<file path="src/rtl/cpu_mem_pkg.sv">
// Shared types and constants for the CPU memory access path.
// The 13-bit address space holds ROM at 0000h..17FFh and RAM at 1800h..1FFFh.
// The data path is 8 bits wide.
package cpu_mem_pkg;

    localparam int MEM_AW = 13;
    localparam int MEM_DW = 8;
    localparam int WAIT_W = 3;

    localparam logic [MEM_AW-1:0] RAM_BASE = 13'h1800;

    // Transaction sequencer states
    typedef enum logic [1:0] {
        IDLE   = 2'b00,
        ACCESS = 2'b01,
        RESP   = 2'b10
    } state_e;

    // RAM occupies the top quarter of the map, so the two top address bits are enough.
    function automatic logic is_ram_region(input logic [MEM_AW-1:0] addr);
        is_ram_region = (addr[MEM_AW-1:MEM_AW-2] == RAM_BASE[MEM_AW-1:MEM_AW-2]);
    endfunction

    // Wait count loaded at accept time for the addressed region.
    function automatic logic [WAIT_W-1:0] region_wait(
        input logic              is_ram,
        input logic [WAIT_W-1:0] rom_wait,
        input logic [WAIT_W-1:0] ram_wait
    );
        if (is_ram) begin
            region_wait = ram_wait;
        end else begin
            region_wait = rom_wait;
        end
    endfunction

endpackage

</file>
<file path="src/rtl/mem_wait_ctr.sv">
// mem_wait_ctr: loadable down-counter that paces the strobe phase of a memory access.
// Load has priority over decrement.
// The count stops at zero, so a stray decrement can never wrap into a long wait.
module mem_wait_ctr
    import cpu_mem_pkg::*;
(
    input  logic              clk,
    input  logic              rst,
    input  logic              load,
    input  logic [WAIT_W-1:0] load_val,
    input  logic              dec,
    output logic [WAIT_W-1:0] value,
    output logic              zero
);

    logic [WAIT_W-1:0] cnt_r;

    // Count register: reset, load, saturating decrement, or hold.
    always_ff @(posedge clk) begin
        if (rst) begin
            cnt_r <= {WAIT_W{1'b0}};
        end else if (load) begin
            cnt_r <= load_val;
        end else if (dec && (cnt_r != {WAIT_W{1'b0}})) begin
            cnt_r <= cnt_r - {{(WAIT_W-1){1'b0}}, 1'b1};
        end else begin
            cnt_r <= cnt_r;
        end
    end

    assign value = cnt_r;
    assign zero  = (cnt_r == {WAIT_W{1'b0}});

endmodule

</file>
<file path="src/rtl/mem_access_ctrl.sv">
// mem_access_ctrl: sequences one CPU memory transaction at a time onto the ROM/RAM arrays.
// The request is latched on accept and held for the whole transaction.
// The external decoder's rom_sel/ram_sel gate the strobes.
// After the region's wait states, read data is captured and a single-cycle response is returned.
// Optional feature macro: MEM_ACCESS_ERR_EN.
//   When defined, rsp_err flags writes to ROM and accesses that no region decodes.
//   When undefined, rsp_err stays 0.
module mem_access_ctrl
    import cpu_mem_pkg::*;
#(
    parameter int ROM_WAIT = 1,
    parameter int RAM_WAIT = 0
) (
    input  logic              clk,
    input  logic              rst,
    input  logic              req_valid,
    output logic              req_ready,
    input  logic              req_we,
    input  logic [MEM_AW-1:0] req_addr,
    input  logic [MEM_DW-1:0] req_wdata,
    output logic [MEM_AW-1:0] mem_addr,
    input  logic              rom_sel,
    input  logic              ram_sel,
    output logic              rom_rd,
    output logic              ram_rd,
    output logic              ram_wr,
    output logic [MEM_DW-1:0] ram_wdata,
    input  logic [MEM_DW-1:0] rom_rdata,
    input  logic [MEM_DW-1:0] ram_rdata,
    output logic              rsp_valid,
    output logic [MEM_DW-1:0] rsp_rdata,
    output logic              rsp_err
);

    localparam logic [WAIT_W-1:0] ROM_WAIT_C = WAIT_W'(ROM_WAIT);
    localparam logic [WAIT_W-1:0] RAM_WAIT_C = WAIT_W'(RAM_WAIT);

    state_e            state_r;
    state_e            state_next_s;

    logic [MEM_AW-1:0] addr_r;
    logic [MEM_DW-1:0] wdata_r;
    logic              we_r;
    logic [MEM_DW-1:0] rdata_r;
    logic              rsp_valid_r;
    logic              rsp_err_r;
    logic              ready_r;

    logic              accept_s;
    logic              done_s;
    logic              in_access_s;
    logic              dec_s;
    logic [WAIT_W-1:0] load_val_s;
    logic [WAIT_W-1:0] wait_val_s;
    logic              wait_zero_s;
    logic [MEM_DW-1:0] rd_mux_s;
    logic              err_s;
    logic              rom_rd_s;
    logic              ram_rd_s;
    logic              ram_wr_s;

    // ------------------------------------------------------------------
    // Sequencer
    // ------------------------------------------------------------------

    // State register.
    // Reset returns to IDLE from anywhere, which also aborts an access in flight.
    always_ff @(posedge clk) begin
        if (rst) begin
            state_r <= IDLE;
        end else begin
            state_r <= state_next_s;
        end
    end

    // Next-state logic plus the accept/complete events that drive the data path.
    always_comb begin
        state_next_s = state_r;
        accept_s     = 1'b0;
        done_s       = 1'b0;
        case (state_r)
            IDLE: begin
                if (req_valid) begin
                    accept_s     = 1'b1;
                    state_next_s = ACCESS;
                end else begin
                    state_next_s = IDLE;
                end
            end
            ACCESS: begin
                if (wait_zero_s) begin
                    done_s       = 1'b1;
                    state_next_s = RESP;
                end else begin
                    state_next_s = ACCESS;
                end
            end
            RESP: begin
                state_next_s = IDLE;
            end
            default: begin
                state_next_s = IDLE;
            end
        endcase
    end

    assign in_access_s = (state_r == ACCESS);

    // ------------------------------------------------------------------
    // Wait-state counter
    // ------------------------------------------------------------------

    // Region is decided from the raw request address.
    // The counter is therefore loaded on the accept edge, without waiting for the decoder.
    assign load_val_s = region_wait(is_ram_region(req_addr), ROM_WAIT_C, RAM_WAIT_C);
    assign dec_s      = in_access_s && (wait_val_s != {WAIT_W{1'b0}});

    mem_wait_ctr u_wait_ctr (
        .clk      (clk),
        .rst      (rst),
        .load     (accept_s),
        .load_val (load_val_s),
        .dec      (dec_s),
        .value    (wait_val_s),
        .zero     (wait_zero_s)
    );

    // ------------------------------------------------------------------
    // Request capture
    // ------------------------------------------------------------------

    // Address, direction and write data are sampled only on accept.
    // Later changes on the request bus therefore cannot disturb a transaction in flight.
    always_ff @(posedge clk) begin
        if (rst) begin
            addr_r  <= {MEM_AW{1'b0}};
            wdata_r <= {MEM_DW{1'b0}};
            we_r    <= 1'b0;
        end else if (accept_s) begin
            addr_r  <= req_addr;
            wdata_r <= req_wdata;
            we_r    <= req_we;
        end else begin
            addr_r  <= addr_r;
            wdata_r <= wdata_r;
            we_r    <= we_r;
        end
    end

    // ------------------------------------------------------------------
    // Strobes and read data selection
    // ------------------------------------------------------------------

    // Strobes follow the decoder selects during ACCESS.
    // A write to ROM, or an address no region claims, therefore produces no strobe at all.
    always_comb begin
        rom_rd_s = 1'b0;
        ram_rd_s = 1'b0;
        ram_wr_s = 1'b0;
        if (in_access_s) begin
            rom_rd_s = rom_sel & ~we_r;
            ram_rd_s = ram_sel & ~we_r;
            ram_wr_s = ram_sel &  we_r;
        end else begin
            rom_rd_s = 1'b0;
            ram_rd_s = 1'b0;
            ram_wr_s = 1'b0;
        end
    end

    // Read return mux: ROM wins if both selects were ever high; undecoded reads return zero.
    always_comb begin
        rd_mux_s = {MEM_DW{1'b0}};
        if (rom_sel) begin
            rd_mux_s = rom_rdata;
        end else if (ram_sel) begin
            rd_mux_s = ram_rdata;
        end else begin
            rd_mux_s = {MEM_DW{1'b0}};
        end
    end

`ifdef MEM_ACCESS_ERR_EN
    // Error condition evaluated on the completing ACCESS cycle.
    always_comb begin
        err_s = (we_r & rom_sel) | (~rom_sel & ~ram_sel);
    end
`else
    assign err_s = 1'b0;
`endif

    // ------------------------------------------------------------------
    // Response
    // ------------------------------------------------------------------

    // Response registers.
    // rsp_valid is set on the edge that enters RESP, so it lasts exactly one cycle.
    // Writes leave rsp_rdata untouched.
    always_ff @(posedge clk) begin
        if (rst) begin
            rsp_valid_r <= 1'b0;
            rsp_err_r   <= 1'b0;
            rdata_r     <= {MEM_DW{1'b0}};
        end else begin
            rsp_valid_r <= done_s;
            rsp_err_r   <= done_s & err_s;
            if (done_s && !we_r) begin
                rdata_r <= rd_mux_s;
            end else begin
                rdata_r <= rdata_r;
            end
        end
    end

    // Ready register: high exactly when the sequencer sits in IDLE.
    always_ff @(posedge clk) begin
        if (rst) begin
            ready_r <= 1'b1;
        end else begin
            ready_r <= (state_next_s == IDLE);
        end
    end

    assign req_ready = ready_r;
    assign mem_addr  = addr_r;
    assign ram_wdata = wdata_r;
    assign rom_rd    = rom_rd_s;
    assign ram_rd    = ram_rd_s;
    assign ram_wr    = ram_wr_s;
    assign rsp_valid = rsp_valid_r;
    assign rsp_rdata = rdata_r;
    assign rsp_err   = rsp_err_r;

endmodule

</file>
<file path="config.mk">
export PLATFORM = sky130hd
export DESIGN_NAME = mem_access_ctrl
export DESIGN_NICKNAME = d
export VERILOG_FILES = /design/src/rtl/cpu_mem_pkg.sv /design/src/rtl/mem_wait_ctr.sv /design/src/rtl/mem_access_ctrl.sv
export SDC_FILE = /design/constraint.sdc
export NUM_CORES = 1
export LEC_CHECK = 0
export BUFFER_PORTS_ARGS = -buffer_cell sky130_fd_sc_hd__buf_4
export CAP_MARGIN = 20
export CORE_UTILIZATION = 49
export CTS_BUF_LIST = sky130_fd_sc_hd__clkbuf_8
export CTS_CLUSTER_DIAMETER = 60
export CTS_CLUSTER_SIZE = 20
export DETAILED_ROUTE_END_ITERATION = 8
export HOLD_SLACK_MARGIN = 0.1
export PLACE_DENSITY = 0.87
export SYNTH_ARGS = -nofsm -noshare
export SYNTH_HDL_FRONTEND = slang
export SYNTH_SLANG_ARGS = --single-unit
</file>
<file path="constraint.sdc">
create_clock -name clk -period 3.67 [get_ports clk]
set_input_delay 0.367 -clock clk [delete_from_list [all_inputs] [get_ports clk]]
set_output_delay 0.367 -clock clk [all_outputs]
set_load 0.02 [all_outputs]
</file>
==> reports/results.tsv, run 1 <==
metric	value	unit
Worst path top cell family by delay	simple AND/OR/NAND/NOR gates	
critical path arrival	1.83	ns
WP buf/inv	1	
DP HPWL	2.38	mm
Post-Place Setup Slack	2.05	ns
Layout area overhead	45.1	%
Bufs on Longest Clock Path	2	
Setup TNS Final	0	ns
total congestion overflow	0	
vias per cell	5.06	
fin crit share	0.448	
IR drop worst, VDD	0.000501	V
ANT cells	0	
Final setup viols	0	
CP endpoint kind	flip-flop	
post-route cell area	2100	sq um
Syn Inst Count	175	
Reg2Reg Depth	6	
critical path type	flip-flop to flip-flop	
initial core utilization	0.520	
NetSw	0.281	mW
final std cells w/o fill	277	
Initial DRC Count	46	
post-layout min period	1.64	ns
Core Util, Final	0.754	
R2R Path End	rsp_rdata[1]	
worst endpoint required time	3.85	ns
Antenna Nets Post-Route	0	
crit-path cells	inv_1 -> ha_1 -> nand2b_1 -> nor3_4 -> nor2_1 -> a211oi_1	
yosys warns	0	
vias in the first global route	1325	
via count	1402	
dpl cell area	1990	sq um
max cap viols	0	
Clock Sinks	36	
power after layout	1.01	mW
RSZ-0062 raised after global routing	no	
Worst Path Max Fanout	16	
normalized max-slew margin	0.437	
number of buffers created by CTS	5	
hold endpoint	ram_wdata[3]	
Post CTS Setup Buffer Count	0	
CP max-delay cell	nor3_4	
Critical Path Max Stage Delay	0.49	ns
root buffer cell	clkbuf_8	
die height	56.3	microns
Setup WS post-layout	2.03	ns
layout cell share with drive strength beyond 1	0.366	
Core Region	2780	sq um
H-Tree Level Count	2	
Worst Clk Skew	0.00412	ns
initial antenna violation count	0	
Seq cells post-synth	36	
routability cong.	0.854	
post-synth cell types	29	
Fin Hold WS	0.328	ns
LEAKAGE	0.951	nW
Clk pwr share	0.328	
post-CTS sizing	0	
DRC errors left	0	
register clock-pin slew on the reported worst setup and hold paths	0.07	ns
Avg WL per Cell	12.0	microns
final net count	290	
sequential group share of total power	0.440	
# hold bufs at CTS	0	
worst-margin pin slew	0.844	ns
Total Wirelength	3.33	mm
Syn Std Cell Area	1450	sq um
Hold Path Stages	3	
Net Sw Frac	0.278	
Total GRT Usage	0.224	
IO Count	78	
Hold Fails Final Rpt	0	
Internal	0.731	mW
status	completed	
largest net degree at the start of global routing	36	
drt first pass iters	4	
syn nets	220	
ratio of total power to cell area	483	nW/um^2
Die X	56.3	microns
Die ar.	3170	sq um
worst r2r src	u_wait_ctr.value[0]	
Hold Path Class	input port to flip-flop	
Fmax	609	MHz
Core Rows	19	
global-route wire length before repair	5.51	mm
# port buffers	76	
worst-skew pair later-pin latency	0.28	ns
CTS tree	done	
Placed Cells	269	
filler instances	222	
CP Launch Type	flip-flop	
sequential area share after synthesis	0.499	
Hold Crit Start	req_wdata[3]	
r2r setup slk	2.03	ns
mean post-synth cell area	8.26	sq um
share of power burned in combinational logic	0.232	
final slew viol count	0	
-- sequential cells by signal (all words and copies together) (netlist names) --
name / flops
req_ready: 1
we_r: 1
rsp_rdata: 8
mem_addr: 13
ram_wdata: 8
state_r: 2
u_wait_ctr.value: 3
-- synth_stat cells --
cell type	number	area (sq um)
nand2b_2	1	8.76
a21oi_1	24	120
mux2i_1	1	10.0
nor3b_1	1	7.51
buf_2	4	20.0
a22oi_1	7	52.6
nor2b_1	2	12.5
o21bai_1	1	7.51
or2_2	1	6.26
a211oi_1	6	45.0
nor3_4	1	16.3
nand2b_1	1	6.26
buf_4	1	7.51
nand2_1	49	184
a211oi_2	2	25.0
nor3_1	2	10.0
clkbuf_1	7	26.3
dfxtp_1	36	721
ha_1	2	25.0
and2_1	1	6.26
nor2_1	16	60.1
and2b_2	1	8.76
a222oi_1	1	10.0
and3_1	1	6.26
mux2_2	1	11.3
a2111oi_0	1	8.76
conb_1	1	3.75
inv_1	2	7.51
buf_6	1	11.3
-- placed cells by master (no fill, tap or decap) --
master	count
buf_4	76
nand2_1	49
dfxtp_1	36
a21oi_1	24
nor2_1	16
a22oi_1	7
a211oi_1	6
clkbuf_8	5
inv_1	3
nor3_1	2
nor2b_1	2
a211oi_2	2
ha_1	2
and2b_2	1
and3_1	1
nand2b_2	1
nor3b_1	1
and2_1	1
nand2b_1	1
nor3_4	1
o21bai_1	1
or2_2	1
mux2i_1	1
a2111oi_0	1
mux2_2	1
a222oi_1	1
conb_1	1
bufinv_16	1
clkinv_2	1
-- worst max path at each step --
stage | from | to | slack (ns) | depth (start not counted)
3_5_place_dp | u_wait_ctr.value[0] | rsp_rdata[1] | 2.05 | 6
2_1_floorplan | state_r[1] | rom_rd | 2.12 | 2
3_3_place_gp | u_wait_ctr.value[0] | rsp_rdata[7] | 2.09 | 6
4_1_cts | u_wait_ctr.value[0] | rsp_rdata[1] | 2.02 | 6
5_1_grt | u_wait_ctr.value[0] | rsp_rdata[2] | 1.81 | 6
6_report | u_wait_ctr.value[0] | rsp_rdata[1] | 2.03 | 6
-- tightest hold or removal path: cells and delay by family --
family / cells / cell delay, ns
buffers and inverters: 1 / 0.11
AO/OA/AOI/OAI: 1 / 0.05
AND/OR/NAND/NOR: 1 / 0.04
-- power groups by stage --
stage                     Sequential, mW  Clock [mW]  Combinational (mW)
after floorplan                    0.489           0               0.105
final                              0.445       0.332               0.235
after CTS                          0.445       0.340               0.238
after detailed placement           0.454           0               0.237
after global placement             0.452           0               0.233
after global routing               0.449       0.358               0.258
-- cell families after synthesis --
family                     count (synthesis)  synth area share
other                                      1           0.00259
adders and majority gates                  2            0.0173
and+or+nand+nor                           77             0.230
AOI/OAI and AO/OA                         42             0.186
buffers and inverters                     15            0.0502
muxes                                      2            0.0147
DFF                                       36             0.499
-- layer usage --
layer / part of all wire / wire [microns] / up-vias / GRT usage
met4: 0.0075 / 25 / 0 / 0.0523
met1: 0.40 / 1320 / 627 / 0.238
li1: - / - / 725 / -
met2: 0.53 / 1750 / 46 / 0.415
met3: 0.069 / 229 / 4 / 0.0876
met5: 0 / 0 / - / 0
-- layout make-up --
| class | count | area (sq um) | area share |
|---|---|---|---|
| clock buffer | 5 | 68.8 | 0.0328 |
| clock inverter | 3 | 38.8 | 0.0185 |
| inverter | 2 | 7.51 | 0.00358 |
| multi-input combinational | 124 | 652 | 0.311 |
| sequential | 36 | 721 | 0.344 |
| tap | 31 | 38.8 | 0.0185 |
| timing repair buffer | 76 | 571 | 0.272 |
No activity file was read; power rests on OpenSTA's default activity.
==> inputs of run 2 (changes only) <==
- CORE_UTILIZATION: 49 -> 41
- PLACE_DENSITY: 0.87 -> 0.77
- clock period: 3.67 -> 1.4 ns (I/O delays scaled with it)
==> run 2 against run 1 <==
Via count up 6.3%; utilization down 5.7 points; first-iteration DRC count up 2.2%; clock power up 100%; combinational power rose to 3.1 times the previous value; power rose to 2.5 times the previous value; critical path type unchanged; critical endpoint is now u_wait_ctr.value[0].
==> reports/results.tsv, run 2 (synthesis gave the netlist of run 1 again) <==
metric	value	unit	change
initial antenna violation count	0		unchanged
global-route wire length before repair	5.66	mm	+2.6%
IR drop worst, VDD	0.000718	V	+43%
ANT cells	0		unchanged
Fmax	719	MHz	+18%
Worst Clk Skew	0.00923	ns	+0.00511 ns
Avg WL per Cell	11.9	microns	-1.1%
worst endpoint required time	1.56	ns	-2.29 ns
Die X	61.4	microns	+9.0%
post-layout min period	1.39	ns	-0.252 ns
post-route cell area	2340	sq um	+12%
CP endpoint kind	flip-flop		
fin crit share	0.994		+0.546
WP buf/inv	1		unchanged
Die ar.	3770	sq um	+19%
status	completed		
Hold Path Class	input port to flip-flop		
max reg flops	13		unchanged
filler instances	291		+31%
layout cell share with drive strength beyond 1	0.423		+0.0568
ratio of total power to cell area	1100	nW/um^2	+130%
DP HPWL	2.43	mm	+2.3%
critical path type	flip-flop to flip-flop		
vias in the first global route	1372		+3.5%
Total Wirelength	3.69	mm	+11%
Antenna Nets Post-Route	0		unchanged
Clock Sinks	36		unchanged
Worst path top cell family by delay	flip-flops		
LEAKAGE	1.05	nW	+9.9%
Layout area overhead	62.3	%	
root buffer cell	clkbuf_8		
RSZ-0062 raised after global routing	yes		
Core Region	3360	sq um	+21%
routability cong.	0.790		-7.5%
Bufs on Longest Clock Path	2		unchanged
total congestion overflow	0		unchanged
dpl cell area	2080	sq um	+4.6%
Hold Fails Final Rpt	0		unchanged
worst-skew pair later-pin latency	0.28	ns	about the same
register clock-pin slew on the reported worst setup and hold paths	0.07	ns	about the same
die height	61.4	microns	+9.0%
Final setup viols	0		unchanged
largest net degree at the start of global routing	36		unchanged
Total GRT Usage	0.207		-0.0169
IO Count	78		unchanged
Setup TNS Final	0	ns	unchanged
most common cell after layout, fill and taps aside	buf_4		
Placed Cells	290		+7.8%
CP max-delay cell	dfxtp_2		
Core Rows	21		+2
Critical Path Max Stage Delay	0.34	ns	-0.15 ns
DRC errors left	0		unchanged
final slew viol count	0		unchanged
crit-path cells	inv_2 -> ha_4 -> nand2b_4 -> mux2_4 -> a222oi_1 -> nor2_1		
final net count	310		+6.9%
Initial DRC Count	47		+2.2%
Worst Path Max Fanout	3		-13
CP Launch Type	flip-flop		
critical path arrival	1.55	ns	-0.28 ns
number of buffers created by CTS	5		unchanged
via count	1490		+6.3%
H-Tree Level Count	2		unchanged
final std cells w/o fill	311		+12%
max cap viols	0		unchanged
# port buffers	76		unchanged
initial core utilization	0.430		-0.0899
commonest cells after routing, fill and taps aside	buf_4, nand2_1, dfxtp_1		
drt first pass iters	4		unchanged
Core Util, Final	0.697		-0.0568
vias per cell	4.79		-5.3%
CTS tree	done		
-- run 2: cell count changes in the layout (fill, tap and decap cells not counted), moves of 2 or more --
cell and delta:
inv_2 +2, dlygate4sd3_1 +10, dfxtp_1 -4, buf_4 +5, dfxtp_2 +4, buf_6 +4, nand2b_4 +2, inv_1 -2
-- run 2: where the power goes --
part | internal (mW) | switching (mW)
logic | 0.371 | 0.365
clock network | 0.331 | 0.341
registers | 1.12 | 0.0553
-- run 2: stage by stage --
stage | total power [mW] | setup WS, ns | hold slack [ns]
global placement | 1.85 | 0.0297 | 0.387
finish | 2.58 | 0.00898 | 0.110
CTS | 2.58 | -0.0139 | 0.100
floorplan | 1.57 | 0.0329 | 0.276
global route | 2.72 | -0.0762 | 0.106
detailed placement | 1.86 | 0.00231 | 0.397
-- run 2: worst reg2reg max path, cell delays in order, from the launching register on --
cell and delay [ns]:
dfxtp_2 0.34, inv_2 0.05, ha_4 0.17, nand2b_4 0.09, mux2_4 0.30, a222oi_1 0.25, nor2_1 0.08
-- run 2: worst paths after layout --
kind                            slack [ns]                 from             endpoint  cells after the start
worst max register to register       0.009  u_wait_ctr.value[1]  u_wait_ctr.value[0]                      6
worst min register to register        0.46         mem_addr[10]         mem_addr[10]                      2
worst max-delay path                 0.009  u_wait_ctr.value[1]  u_wait_ctr.value[0]                      6
worst min-delay path                  0.11          req_addr[1]          mem_addr[1]                      3
-- run 2: layout make-up --
| class | count | area [sq um] | share of cell area |
|---|---|---|---|
| repair buffers | 96 | 773 | 0.330 |
| multi-input cells | 124 | 703 | 0.300 |
| well taps | 46 | 57.6 | 0.0245 |
| flip-flops and latches | 36 | 726 | 0.309 |
| clock buffers | 5 | 68.8 | 0.0293 |
| inverters | 2 | 7.51 | 0.00320 |
| clock inverters | 2 | 8.76 | 0.00374 |
-- run 2: repair_timing --
action | 4_1_cts | 5_1_grt
hold buffers | 10 | 0
endpoints found under the setup margin | 5 | 27
pin swaps | 3 | 5
endpoints found under the hold margin | 10 | 0
gates resized for setup | 5 | 13
setup buffers | 3 | 1
-- run 2: routing by layer --
| layer | global-route usage | up-vias | share of wire |
|---|---|---|---|
| met5 | 0 | - | 0 |
| li1 | - | 764 | - |
| met1 | 0.256 | 679 | 0.44 |
| met2 | 0.337 | 43 | 0.50 |
| met3 | 0.0567 | 4 | 0.044 |
| met4 | 0.0984 | 0 | 0.014 |
==> inputs of run 3 (changes only) <==
- CORE_UTILIZATION: 41 -> 39
- CTS_BUF_LIST: sky130_fd_sc_hd__clkbuf_8 -> default
- PLACE_DENSITY: 0.77 -> 0.74
==> run 3 against run 2 <==
The run now ends with setup timing left; via count is 0.47% higher; setup slack lost 0.033 ns; non-clock buffer count up 3; critical path depth increased by 2; largest cell class unchanged.
==> reports/results.tsv, run 3 (synthesis gave the netlist of run 1 again) <==
metric	value	unit	change
fin crit share	1.02		+0.0237
number of buffers created by CTS	5		unchanged
Total Wirelength	3.82	mm	+3.4%
H-Tree Level Count	2		unchanged
initial antenna violation count	0		unchanged
vias per cell	4.75		-0.81%
failing checks	setup timing		
routability cong.	0.740		-6.4%
Avg WL per Cell	12.1	microns	+2.0%
Worst Clk Skew	0.00523	ns	-0.00400 ns
total congestion overflow	0		unchanged
max reg flops	13		unchanged
Antenna Nets Post-Route	0		unchanged
via count	1497		+0.47%
max cap viols	0		unchanged
Layout area overhead	66.4	%	
CTS tree	done		
worst-skew pair later-pin latency	0.28	ns	about the same
register clock-pin slew on the reported worst setup and hold paths	0.07	ns	about the same
worst endpoint required time	1.55	ns	about the same
Worst Path Max Fanout	8		+5
IR drop worst, VDD	0.000744	V	+3.7%
Total GRT Usage	0.201		-0.00632
Hold Path Class	input port to flip-flop		
layout cell share with drive strength beyond 1	0.409		-0.0137
post-layout min period	1.42	ns	+0.0332 ns
Clock Sinks	36		unchanged
FF+latch area	724	sq um	-0.17%
Hold Fails Final Rpt	0		unchanged
Placed Cells	290		unchanged
DRC errors left	0		unchanged
Setup WS post-layout	-0.0242	ns	-0.0332 ns
final slew viol count	0		unchanged
ratio of total power to cell area	1170	nW/um^2	+6.5%
critical path arrival	1.58	ns	+0.03 ns
Reg2Reg Depth	8		+2
Fin Hold WS	0.105	ns	-0.00489 ns
largest net degree at the start of global routing	36		unchanged
filler instances	284		-2.4%
Die X	62.9	microns	+2.4%
most common cell after layout, fill and taps aside	buf_4		
root buffer cell	clkbuf_8		
CP endpoint kind	flip-flop		
vias in the first global route	1411		+2.8%
# port buffers	76		unchanged
Final setup viols	8		+8
global-route wire length before repair	6.15	mm	+8.8%
Die ar.	3950	sq um	+4.9%
CP Launch Type	flip-flop		
Bufs on Longest Clock Path	2		unchanged
Initial DRC Count	79		+68%
area of the multi-input gates	684	sq um	-2.7%
ANT cells	0		unchanged
critical path type	flip-flop to flip-flop		
Core Rows	21		unchanged
Hold Path Stages	3		unchanged
Core Region	3440	sq um	+2.3%
IO Count	78		unchanged
DP HPWL	2.50	mm	+2.8%
LEAKAGE	1.08	nW	+3.2%
status	finished with violations		
commonest cells after routing, fill and taps aside	buf_4, nand2_1, dfxtp_1		
initial core utilization	0.420		-0.00984
final std cells w/o fill	315		+1.3%
RSZ-0062 raised after global routing	yes		
final net count	313		+0.97%
die height	62.9	microns	+2.4%
Fmax	702	MHz	-2.3%
drt first pass iters	4		unchanged
==> run 3: timing repair <==
| action | CTS | global route |
|---|---|---|
| cloned | 0 | 1 |
| setup endpoints to repair | 4 | 4 |
| setup buffers | 0 | 4 |
| hold buffers | 12 | 0 |
| resized for setup | 6 | 4 |
| pin swaps | 4 | 9 |
| hold endpoints to repair | 12 | 0 |
==> run 3: worst paths after layout <==
path | start | to | slack (ns)
worst max-delay path | u_wait_ctr.value[0] | rsp_rdata[0] | -0.02
worst min-delay path | req_wdata[7] | ram_wdata[7] | 0.11
worst max register to register | u_wait_ctr.value[0] | rsp_rdata[0] | -0.02
worst min register to register | ram_wdata[0] | ram_wdata[0] | 0.46
==> run 3: critical path, stage by stage, from the launching register on <==
cell and delay (ns):
dfxtp_2 0.33, inv_2 0.08, ha_4 0.15, nand2b_4 0.06, buf_6 0.12, nor3_4 0.22
buf_6 0.14, clkbuf_16 0.13, a211oi_1 0.06
==> run 3: where the power goes <==
part / switching [mW] / total (mW) / leakage, nW / internal (mW)
combinational: 0.375 / 0.773 / 0.727 / 0.398
sequential: 0.0535 / 1.17 / 0.297 / 1.12
clock: 0.348 / 0.876 / 0.0552 / 0.528
total: 0.777 / 2.82 / 1.08 / 2.04
==> run 3: final cells by class <==
| type | count | area share |
|---|---|---|
| repair buffers | 99 | 0.342 |
| flip-flops and latches | 36 | 0.301 |
| multi-input cells | 124 | 0.285 |
| clock buffers | 6 | 0.0302 |
| well taps | 46 | 0.0239 |
| clock inverters | 2 | 0.0146 |
| inverters | 2 | 0.00312 |
==> run 3: per-layer routing <==
| metal | part of all wire | track usage | up-vias | wire length (microns) |
|---|---|---|---|---|
| met5 | 0 | 0 | - | 0 |
| met4 | 0.017 | 0.0901 | 0 | 63 |
| met3 | 0.035 | 0.0474 | 6 | 134 |
| met2 | 0.55 | 0.378 | 38 | 2080 |
| met1 | 0.40 | 0.207 | 685 | 1540 |
| li1 | - | - | 768 | - |
==> run 3: stage by stage <==
step | setup TNS (ns) | power, mW | instance area (sq um) | utilization | setup slack, ns
3_5_place_dp | -0.0557 | 1.88 | 2090 | 0.608 | -0.0387
3_3_place_gp | 0 | 1.87 | 2090 | 0.608 | 0.0238
6_report | -0.143 | 2.82 | 2400 | 0.699 | -0.0242
2_1_floorplan | 0 | 1.57 | 1460 | - | 0.0329
4_1_cts | 0 | 2.79 | 2340 | 0.680 | 0.00541
5_1_grt | -0.795 | 2.96 | 2400 | 0.699 | -0.0932
